`config.mk`:
```
export PLATFORM = sky130hd
export DESIGN_NAME = corefft_axi4s_frame_source
export DESIGN_NICKNAME = d
export VERILOG_FILES = /design/src/rtl/corefft_axi4s_pkg.sv /design/src/rtl/corefft_sfifo_fwft.sv /design/src/rtl/corefft_axi4s_frame_source.sv
export SDC_FILE = /design/constraint.sdc
export NUM_CORES = 1
export LEC_CHECK = 0
export BUFFER_PORTS_ARGS = -buffer_cell sky130_fd_sc_hd__buf_4
export CORE_AREA = 5 5 348 247
export DETAILED_ROUTE_END_ITERATION = 10
export DIE_AREA = 0 0 353 252
export SETUP_SLACK_MARGIN = 0.5
export SLEW_MARGIN = 5
export SYNTH_ARGS = -nofsm -noshare
export SYNTH_HDL_FRONTEND = slang
export SYNTH_SLANG_ARGS = --single-unit
```
`constraint.sdc`:
```
create_clock -name CLK -period 6.05 [get_ports CLK]
set_input_delay 1.5125 -clock CLK [delete_from_list [all_inputs] [get_ports CLK]]
set_output_delay 1.5125 -clock CLK [all_outputs]
set_load 0.02 [all_outputs]
```
`src/rtl/corefft_axi4s_pkg.sv`:
```
// Shared definitions for the CoreFFT AXI4-Stream source and the FFT-side wrapper:
// FSM encoding, config-beat bit map and a constant width helper.
package corefft_axi4s_pkg;

    typedef enum logic [1:0] {
        ST_IDLE   = 2'd0,
        ST_CFG    = 2'd1,
        ST_STREAM = 2'd2
    } fsm_state_t;

    localparam int CFG_INV_BIT     = 0;
    localparam int CFG_REFRESH_BIT = 1;

    function automatic int ceil_log2(input int n);
        int r;
        r = 0;
        while ((1 << r) < n) r++;
        return r;
    endfunction

endpackage

```
`src/rtl/corefft_sfifo_fwft.sv`:
```
// Single-clock first-word-fall-through FIFO: RD_DATA shows the head whenever !EMPTY.
// A write while full is taken only if a read retires the head in the same cycle.
module corefft_sfifo_fwft
    import corefft_axi4s_pkg::*;
#(
    parameter int WIDTH = 36,
    parameter int DEPTH = 16
) (
    input  logic                        CLK,
    input  logic                        RST,
    input  logic                        WR_EN,
    input  logic [WIDTH-1:0]            WR_DATA,
    input  logic                        RD_EN,
    output logic [WIDTH-1:0]            RD_DATA,
    output logic                        FULL,
    output logic                        EMPTY,
    output logic [ceil_log2(DEPTH):0]   COUNT
);

    localparam int AW = ceil_log2(DEPTH);

    logic [WIDTH-1:0] mem [DEPTH];
    logic [AW-1:0]    wr_ptr;
    logic [AW-1:0]    rd_ptr;
    logic             push;
    logic             pop;

    assign pop     = RD_EN & ~EMPTY;
    assign push    = WR_EN & (~FULL | pop);
    assign FULL    = (COUNT == (AW+1)'(DEPTH));
    assign EMPTY   = (COUNT == '0);
    assign RD_DATA = mem[rd_ptr];

    always_ff @(posedge CLK) begin
        if (RST) begin
            wr_ptr <= '0;
            rd_ptr <= '0;
            COUNT  <= '0;
        end else begin
            if (push) wr_ptr <= wr_ptr + AW'(1);
            if (pop)  rd_ptr <= rd_ptr + AW'(1);
            COUNT <= COUNT + (AW+1)'(push) - (AW+1)'(pop);
        end
    end

    always_ff @(posedge CLK) begin
        if (push) mem[wr_ptr] <= WR_DATA;
    end

endmodule

```
`src/rtl/corefft_axi4s_frame_source.sv`:
```
// AXI4-Stream master feeding FFT frames: buffers native complex samples, marks every
// FFT_SIZE-th beat with TLAST and inserts config beats only between frames.
module corefft_axi4s_frame_source
    import corefft_axi4s_pkg::*;
#(
    parameter int DATA_BITS     = 18,
    parameter int AXI4S_IN_DATA = 24,
    parameter int FFT_SIZE      = 256,
    parameter int FIFO_DEPTH    = 16
) (
    input  logic                              CLK,
    input  logic                              RST,
    input  logic                              ENABLE,
    input  logic [DATA_BITS-1:0]              SAMP_RE,
    input  logic [DATA_BITS-1:0]              SAMP_IM,
    input  logic                              SAMP_VALID,
    input  logic                              CFG_REQ,
    input  logic                              CFG_INVERSE,
    input  logic                              CFG_REFRESH,
    output logic                              M_DATAI_TVALID,
    input  logic                              M_DATAI_TREADY,
    output logic [2*AXI4S_IN_DATA-1:0]        M_TDATAI,
    output logic                              M_TLASTI,
    output logic                              M_CONFIGI_TVALID,
    input  logic                              M_CONFIGI_TREADY,
    output logic [7:0]                        M_CONFIGI,
    output logic                              OVERRUN,
    output logic [15:0]                       FRAMES_SENT,
    output fsm_state_t                        DBG_STATE,
    output logic [ceil_log2(FIFO_DEPTH):0]    DBG_FIFO_COUNT
);

    localparam int                CNT_W     = ceil_log2(FFT_SIZE);
    localparam logic [CNT_W-1:0]  LAST_BEAT = CNT_W'(FFT_SIZE - 1);

    fsm_state_t               state;
    fsm_state_t               state_nxt;
    logic [CNT_W-1:0]         beat_cnt;
    logic                     beat_last;
    logic                     cfg_pend;
    logic [7:0]               cfg_word;
    logic [7:0]               cfg_req_word;
    logic [7:0]               cfg_beat;
    logic                     load_cfg;
    logic                     data_hs;
    logic                     cfg_hs;
    logic [2*DATA_BITS-1:0]   fifo_dout;
    logic                     fifo_full;
    logic                     fifo_empty;
    logic signed [DATA_BITS-1:0] head_re;
    logic signed [DATA_BITS-1:0] head_im;

    corefft_sfifo_fwft #(
        .WIDTH (2*DATA_BITS),
        .DEPTH (FIFO_DEPTH)
    ) u_fifo (
        .CLK     (CLK),
        .RST     (RST),
        .WR_EN   (SAMP_VALID),
        .WR_DATA ({SAMP_IM, SAMP_RE}),
        .RD_EN   (data_hs),
        .RD_DATA (fifo_dout),
        .FULL    (fifo_full),
        .EMPTY   (fifo_empty),
        .COUNT   (DBG_FIFO_COUNT)
    );

    // Valid/ready: a beat transfers on a rising edge where TVALID & TREADY. TVALID is only
    // raised with stable payload (FIFO head / latched cfg_beat) and only falls on transfer or RST.
    assign M_DATAI_TVALID   = (state == ST_STREAM) & ~fifo_empty;
    assign beat_last        = (beat_cnt == LAST_BEAT);
    assign M_TLASTI         = M_DATAI_TVALID & beat_last;
    assign data_hs          = M_DATAI_TVALID & M_DATAI_TREADY;
    assign M_CONFIGI_TVALID = (state == ST_CFG);
    assign cfg_hs           = M_CONFIGI_TVALID & M_CONFIGI_TREADY;
    assign M_CONFIGI        = cfg_beat;
    assign DBG_STATE        = state;

    assign head_re  = fifo_dout[DATA_BITS-1:0];
    assign head_im  = fifo_dout[2*DATA_BITS-1:DATA_BITS];
    assign M_TDATAI = M_DATAI_TVALID ?
                      {AXI4S_IN_DATA'(head_im), AXI4S_IN_DATA'(head_re)} : '0;

    always_comb begin
        cfg_req_word                  = '0;
        cfg_req_word[CFG_INV_BIT]     = CFG_INVERSE;
        cfg_req_word[CFG_REFRESH_BIT] = CFG_REFRESH;
    end

    always_comb begin
        state_nxt = state;
        load_cfg  = 1'b0;
        case (state)
            ST_IDLE: begin
                if (cfg_pend) begin
                    state_nxt = ST_CFG;
                    load_cfg  = 1'b1;
                end else if (ENABLE && !fifo_empty) begin
                    state_nxt = ST_STREAM;
                end
            end
            ST_CFG:    if (cfg_hs) state_nxt = ST_IDLE;
            ST_STREAM: if (data_hs && beat_last) state_nxt = ST_IDLE;
            default:   state_nxt = ST_IDLE;
        endcase
    end

    // The pending request is copied into cfg_beat on entering CFG, so a later CFG_REQ
    // only queues another beat and never disturbs the one already on the bus.
    always_ff @(posedge CLK) begin
        if (RST) begin
            state       <= ST_IDLE;
            beat_cnt    <= '0;
            cfg_pend    <= 1'b0;
            cfg_word    <= '0;
            cfg_beat    <= '0;
            OVERRUN     <= 1'b0;
            FRAMES_SENT <= '0;
        end else begin
            state <= state_nxt;
            if (data_hs) beat_cnt <= beat_cnt + CNT_W'(1);
            if (data_hs && beat_last) FRAMES_SENT <= FRAMES_SENT + 16'd1;
            if (load_cfg) cfg_beat <= cfg_word;
            if (CFG_REQ) begin
                cfg_pend <= 1'b1;
                cfg_word <= cfg_req_word;
            end else if (load_cfg) begin
                cfg_pend <= 1'b0;
            end
            if (SAMP_VALID && fifo_full && !data_hs) OVERRUN <= 1'b1;
        end
    end

endmodule
```
**Word-level counts from Yosys, hierarchy flattened**

Memories as Yosys holds them, arrays and structs flattened. A register that Yosys moved wholly into a read port is not among the register bits.
Cells that the tools add are included.

- RAM bits: 576
- Output and inout port bits: 83
- Memories: 1
- Input bits: 45
- Bits in read-only memories: 0
- Register bits: 45
- Logic and storage cells: 57
- Bits in latches: 0

- Shift operators: 0
- Equality and inequality tests: 7
- Divide/modulo/power cells: 0
- Add/subtract/negate cells: 6
- Multiply operators: 0
- Bitwise logic cells: 9
- Mux-type cells: 14
- $lt $le $gt $ge: 0
- Reduce and logical (&&, ||, !) cells: 10

Memories:

| name | depth | bits a word | read ports | clocked after memory_dff | wr ports | line | text |
|---|---|---|---|---|---|---|---|
| u_fifo.mem | 16 | 36 | 1 | 1 | 1 | corefft_sfifo_fwft.sv:22 | `logic [WIDTH-1:0] mem [DEPTH];` |

Operator list:

| kind | number |
|---|---|
| $mux W48 | 1 |
| $add A16 B1 Y16 const B | 1 |
| $add A4 B1 Y4 const B | 2 |
| $add A8 B1 Y8 const B | 1 |
| $eq A8 B8 Y1 const B | 1 |
| $mux W2 | 4 |
| $mux W4 | 2 |
| $and A1 B1 Y1 | 6 |
| $mux W1 | 6 |
| $pmux W2 S3 | 1 |
| $add A5 B1 Y5 | 1 |
| $eq A5 B5 Y1 const B | 1 |
| $logic_not A5 Y1 | 1 |
| $sub A5 B1 Y5 | 1 |
| $logic_and A1 B1 Y1 | 4 |
| $ne A2 B1 Y1 const B | 2 |
| $ne A3 B3 Y1 const B | 1 |
| $reduce_and A3 Y1 | 1 |
| $eq A2 B1 Y1 const B | 1 |
| $eq A2 B2 Y1 const B | 1 |
| $logic_not A1 Y1 | 2 |
| $logic_not A2 Y1 | 1 |
| $not A1 Y1 | 2 |
| $reduce_bool A2 Y1 | 1 |
| $or A1 B1 Y1 | 1 |

**Logic depth before layout (Yosys ltp)**

- Depth in word-level cells: 9
- Depth in mapped cells: 13
- Depth with buffers taken out: 13

**Modules after synthesis**

From an unflattened synthesis, not the netlist that was laid out.

- Cell total of the unflattened synthesis: 1,207
- Area total of the unflattened synthesis: 24,227.0 um^2

Modules (own cells, without submodules):

| module | cells an instance | area each (um^2) | sequential area each (um^2) | instances |
|---|---|---|---|---|
| corefft_sfifo_fwft | 990 | 22,429.0 | 17,636.9 | 1 |
| corefft_axi4s_frame_source | 217 | 1,798.0 | 640.6 | 1 |

**Least setup slack after synthesis**

Ideal clock, no wire load.

- Path type: input to register
- Start point: input M_DATAI_TREADY
- End point: memory u_fifo.mem[0][0], enable pin
- Data required time: 5.576 ns
- Stages: 6
- Setup time: 0.474 ns
- Path buffers: 2
- Arrival: 4.805 ns
- Path slack: 0.771 ns
- Cells stage by stage: and3b_1 clkbuf_1 o21a_1 clkbuf_1 nand2_1 nor3_1

- Word-level cells in the longest chain between the ends: 6

Ends and longest elaborated chain:

| item | line | text |
|---|---|---|
| start, declared | corefft_axi4s_frame_source.sv:21 | `input logic M_DATAI_TREADY,` |
| $and A1 B1 Y1 | corefft_axi4s_frame_source.sv:73 | `assign data_hs = M_DATAI_TVALID & M_DATAI_TREADY;` |
| $and A1 B1 Y1 | corefft_sfifo_fwft.sv:28 | `assign pop = RD_EN & ~EMPTY;` |
| $or A1 B1 Y1 | corefft_sfifo_fwft.sv:29 | `assign push = WR_EN & (~FULL \| pop);` |
| $and A1 B1 Y1 | corefft_sfifo_fwft.sv:29 |  |
| $mux W1 | corefft_sfifo_fwft.sv:47 | `if (push) mem[wr_ptr] <= WR_DATA;` |
| $mux W1 (not written as such) | corefft_sfifo_fwft.sv:47 |  |
| end, declared | corefft_sfifo_fwft.sv:22 |  |

Every way passes these cells.

**Worst setup path after layout**

- Start point: register u_fifo.COUNT[2]
- End point: output M_TDATAI[47]

- Word-level cells in the longest chain between the ends: 4

Ends and longest elaborated chain:

| item | line | text |
|---|---|---|
| start, declared | corefft_sfifo_fwft.sv:17 | `output logic [ceil_log2(DEPTH):0] COUNT` |
| start signal, assigned | corefft_sfifo_fwft.sv:42 | `COUNT <= COUNT + (AW+1)'(push) - (AW+1)'(pop);` |
| $logic_not A5 Y1 | corefft_sfifo_fwft.sv:31 | `assign EMPTY = (COUNT == '0);` |
| $not A1 Y1 | corefft_axi4s_frame_source.sv:70 | `assign M_DATAI_TVALID = (state == ST_STREAM) & ~fifo_empty;` |
| $and A1 B1 Y1 | corefft_axi4s_frame_source.sv:70 |  |
| $mux W48 | corefft_axi4s_frame_source.sv:81 | `assign M_TDATAI = M_DATAI_TVALID ?` |
| end, declared | corefft_axi4s_frame_source.sv:22 | `output logic [2*AXI4S_IN_DATA-1:0] M_TDATAI,` |

Every way passes these cells.

==> impl_metrics.json <==
{
  "required_ns": 4.54,
  "syn2layout_area_growth_pct": 17.0,
  "fin_setup_tns_ns": 0,
  "cts.sinks": 625,
  "clk_pin_slew_worst_paths_ns": 0.06,
  "yosys.area.top_type_share_pct": 70.7,
  "synthTopCellsByArea": "edfxtp_1 (71%), mux4_2 (13%), dfxtp_1 (4.0%)",
  "die_w_um": 353,
  "grt_pass1_wl_um": 83200,
  "setup_viol": 0,
  "placed_cells": 2372,
  "initial_core_util_pct": 29.8,
  "wl_um": 55800,
  "fin_crit_ns": 4.93,
  "finalCritPeriodShare_pct": 81.5,
  "cts_tree": "done",
  "clock_latency_ns": 0.64,
  "num-nets-final": 1410,
  "syn_avg_cell_area_um2": 19.9,
  "cts-hold-fix-buffers": 0,
  "port_buffers": 121,
  "p_per_area_nw_per_um2": 333,
  "netlist_area_um2": 24500,
  "coreArea_um2": 82000,
  "synth_edf_count": 576,
  "rows": 88,
  "grtUsageTotal_pct": 12.3,
  "dr.pass1.iters": 5,
  "critPathCaptureType": "primary output",
  "cts-resized-gates": 0,
  "synth_seq_cells": 625,
  "place.gp.congestion": 0.723,
  "nFillCells": 7531,
  "synthDistinctLibCells": 46,
  "grt_pass1_vias": 12604,
  "relSlewSlack_pct": 31.0,
  "synthFlopType": "edfxtp_1",
  "cp_max_fo": 27,
  "async_reset_ff_share_pct": 0,
  "die-area_um2": 89000,
  "critPathKind": "reg -> out",
  "final_max_slew_viol_count": 0,
  "finalClockSkew_ns": 0.0140,
  "antenna_found_initial": 3,
  "syn_inst": 1230,
  "seqCellArea_um2": 18300,
  "wl_per_cell_um": 22.5,
  "via_per_inst": 4.95,
  "layout-drive-gt1-share_pct": 29.2,
  "place_hpwl_um": 31400,
  "crit_chain": "inv_1 -> ha_1 -> nor4b_2 -> buf_4 -> nor2_4 -> nand2_2 -> o211ai_1 -> buf_4",
  "clockBufferDepth": 3,
  "cts_buffers": 57,
  "die_h_um": 252,
  "drtIter0Drc": 1069,
  "postRouteAntennaNets": 0,
  "status": "finished, final reports clean",
  "cts_setup_buffers": 0,
  "max_freq_ghz": 0.203,
  "h-tree-depth": 2,
  "remaining_drc_errors": 0,
  "rsz0062_at_grt": "no",
  "slowest_stage": "o211ai_1",
  "crit_path_start_kind": "register",
  "multi_input_area_um2": 5790,
  "instances_no_fill": 2478,
  "cts-root-buf": "clkbuf_16",
  "dr_total_vias": 12266,
  "slowest_delay_ns": 0.87,
  "peakVddDrop_mv": 0.229,
  "arrival_ns": 3.42,
  "worst_slew_pin_slew_ns": 1.04,
  "ios": 128,
  "crit_top_cell": "buf_4",
  "final-hold-violation-count": 0,
  "grt_overflow_total": 0,
  "yosysWarnings": 0,
  "finalCoreUtilization_pct": 34.9,
  "min_path_type": "reg -> reg",
  "synth_top_area_cell": "edfxtp_1",
  "synth-seq-area-share_pct": 74.7,
  "max-cap-violations": 0,
  "grt_max_degree": 74,
  "leakage_nw": 8.68
}
-- layout by cell type (no fill, tap or decap), types with 2 or more instances in the layout --
cell type	instances
xnor2_1	12
nor3_1	4
nand4_1	77
o31ai_1	13
inv_1	14
mux4_2	144
nor4_1	5
mux2i_1	41
clkinvlp_4	3
edfxtp_1	576
clkinv_1	14
ha_1	13
clkbuf_1	9
bufinv_16	7
inv_6	3
o211ai_1	38
buf_4	148
nor3_2	4
nand2_1	17
buf_12	6
and3_1	2
nor2b_1	3
nand3_1	11
and2_1	2
dfxtp_4	3
dfxtp_1	45
nand2b_1	3
clkbuf_16	57
clkinv_2	7
xor2_1	5
o21ai_0	2
and4_1	2
or4_1	13
conb_1	6
nor2_4	13
nor2_1	29
clkbuf_8	2
a21oi_1	23
-- layer usage --
layer / track usage, % / share of wire (%) / up-vias
li1: - / - / 5336
met2: 19.9 / 47 / 351
met1: 17.3 / 45 / 6501
met5: 0 / 0.038 / -
met4: 2.76 / 1.6 / 4
met3: 2.59 / 6.2 / 74
-- layout make-up --
class | count | area share (%)
flip-flops and latches | 625 | 63.9
multi-input cells | 498 | 20.2
clock buffers | 68 | 5.20
well taps | 1080 | 4.72
repair buffers | 154 | 4.30
clock inverters | 37 | 1.46
inverters | 15 | 0.197
diodes | 1 | 0.00874
-- critical path, delay by kind of cell (launching register included) --
kind / cells / cell delay (ns)
flops: 1 / 0.37
simple gates: 3 / 0.79
fa+ha+maj: 1 / 0.22
compound gates: 1 / 0.87
buf+inv: 3 / 0.53
-- per-stage QoR --
stage / instance area [µm²] / setup slack (ns) / power (mW) / hold WS [ns]
finish: 28600 / 1.12 / 9.53 / 0.483
CTS: 28600 / 1.05 / 9.65 / 0.484
floorplan: 24500 / 0.771 / 5.55 / 0.454
detailed placement: 26700 / 1.76 / 5.94 / 0.474
global placement: 26700 / 1.84 / 5.92 / 0.465
global route: 28600 / 0.886 / 9.89 / 0.513
-- path summary, 6_finish.rpt --
kind	startpoint	end	slack, ns	cells past startpoint
setup / recovery	u_fifo.COUNT[2]	M_TDATAI[47]	1.12	8
hold / removal	beat_cnt[1]	beat_cnt[1]	0.48	2
setup reg to reg	u_fifo.COUNT[3]	u_fifo.COUNT[4]	2.70	13
hold reg to reg	beat_cnt[1]	beat_cnt[1]	0.48	2
-- power by group --
group / total (mW) / switching (mW) / internal (mW)
sequential: 4.91 / 0.0581 / 4.85
clock: 3.70 / 1.63 / 2.07
combinational: 0.917 / 0.572 / 0.345
total: 9.53 / 2.26 / 7.27
-- cell usage after synthesis (2+ instances only) --
library cell / n
nand4_1: 77
buf_1: 9
o31ai_1: 13
mux4_2: 144
xor2_1: 5
edfxtp_1: 576
nor2_1: 42
and3_1: 2
inv_1: 14
buf_2: 24
a21oi_1: 23
dfxtp_1: 49
nand2_1: 18
nor3_1: 8
nand2b_1: 3
ha_1: 13
nor4_1: 5
nand3_1: 11
xnor2_1: 12
nor2b_1: 3
o21ai_0: 2
mux2i_1: 41
and2_1: 2
and4_1: 2
or4_1: 13
clkbuf_1: 43
buf_4: 19
buf_6: 2
o211ai_1: 38
-- flip-flops by register name, summed over array words and instances, names as in the netlist, 2 cells and up, named ones only --
| register | count |
|---|---|
| DBG_STATE | 2 |
| u_fifo.COUNT | 5 |
| u_fifo.rd_ptr | 4 |
| FRAMES_SENT | 16 |
| u_fifo.wr_ptr | 4 |
| beat_cnt | 8 |
| M_CONFIGI | 2 |
| u_fifo.mem | 576 |
| cfg_word | 2 |
-- logic make-up (layout without fill, tap and decap cells) --
group	count (synthesis)	count (layout)	share of synthesized area, %
and+or+nand+nor	195	195	4.54
adders and majority gates	14	14	0.747
xor gates and xnor gates	17	17	0.609
AOI/OAI and AO/OA	81	81	2.25
buffers and inverters	112	274	2.19
other	1	7	0.0153
muxes	185	185	14.9
DFF	625	625	74.7
Power figures use the tool's default switching activity.
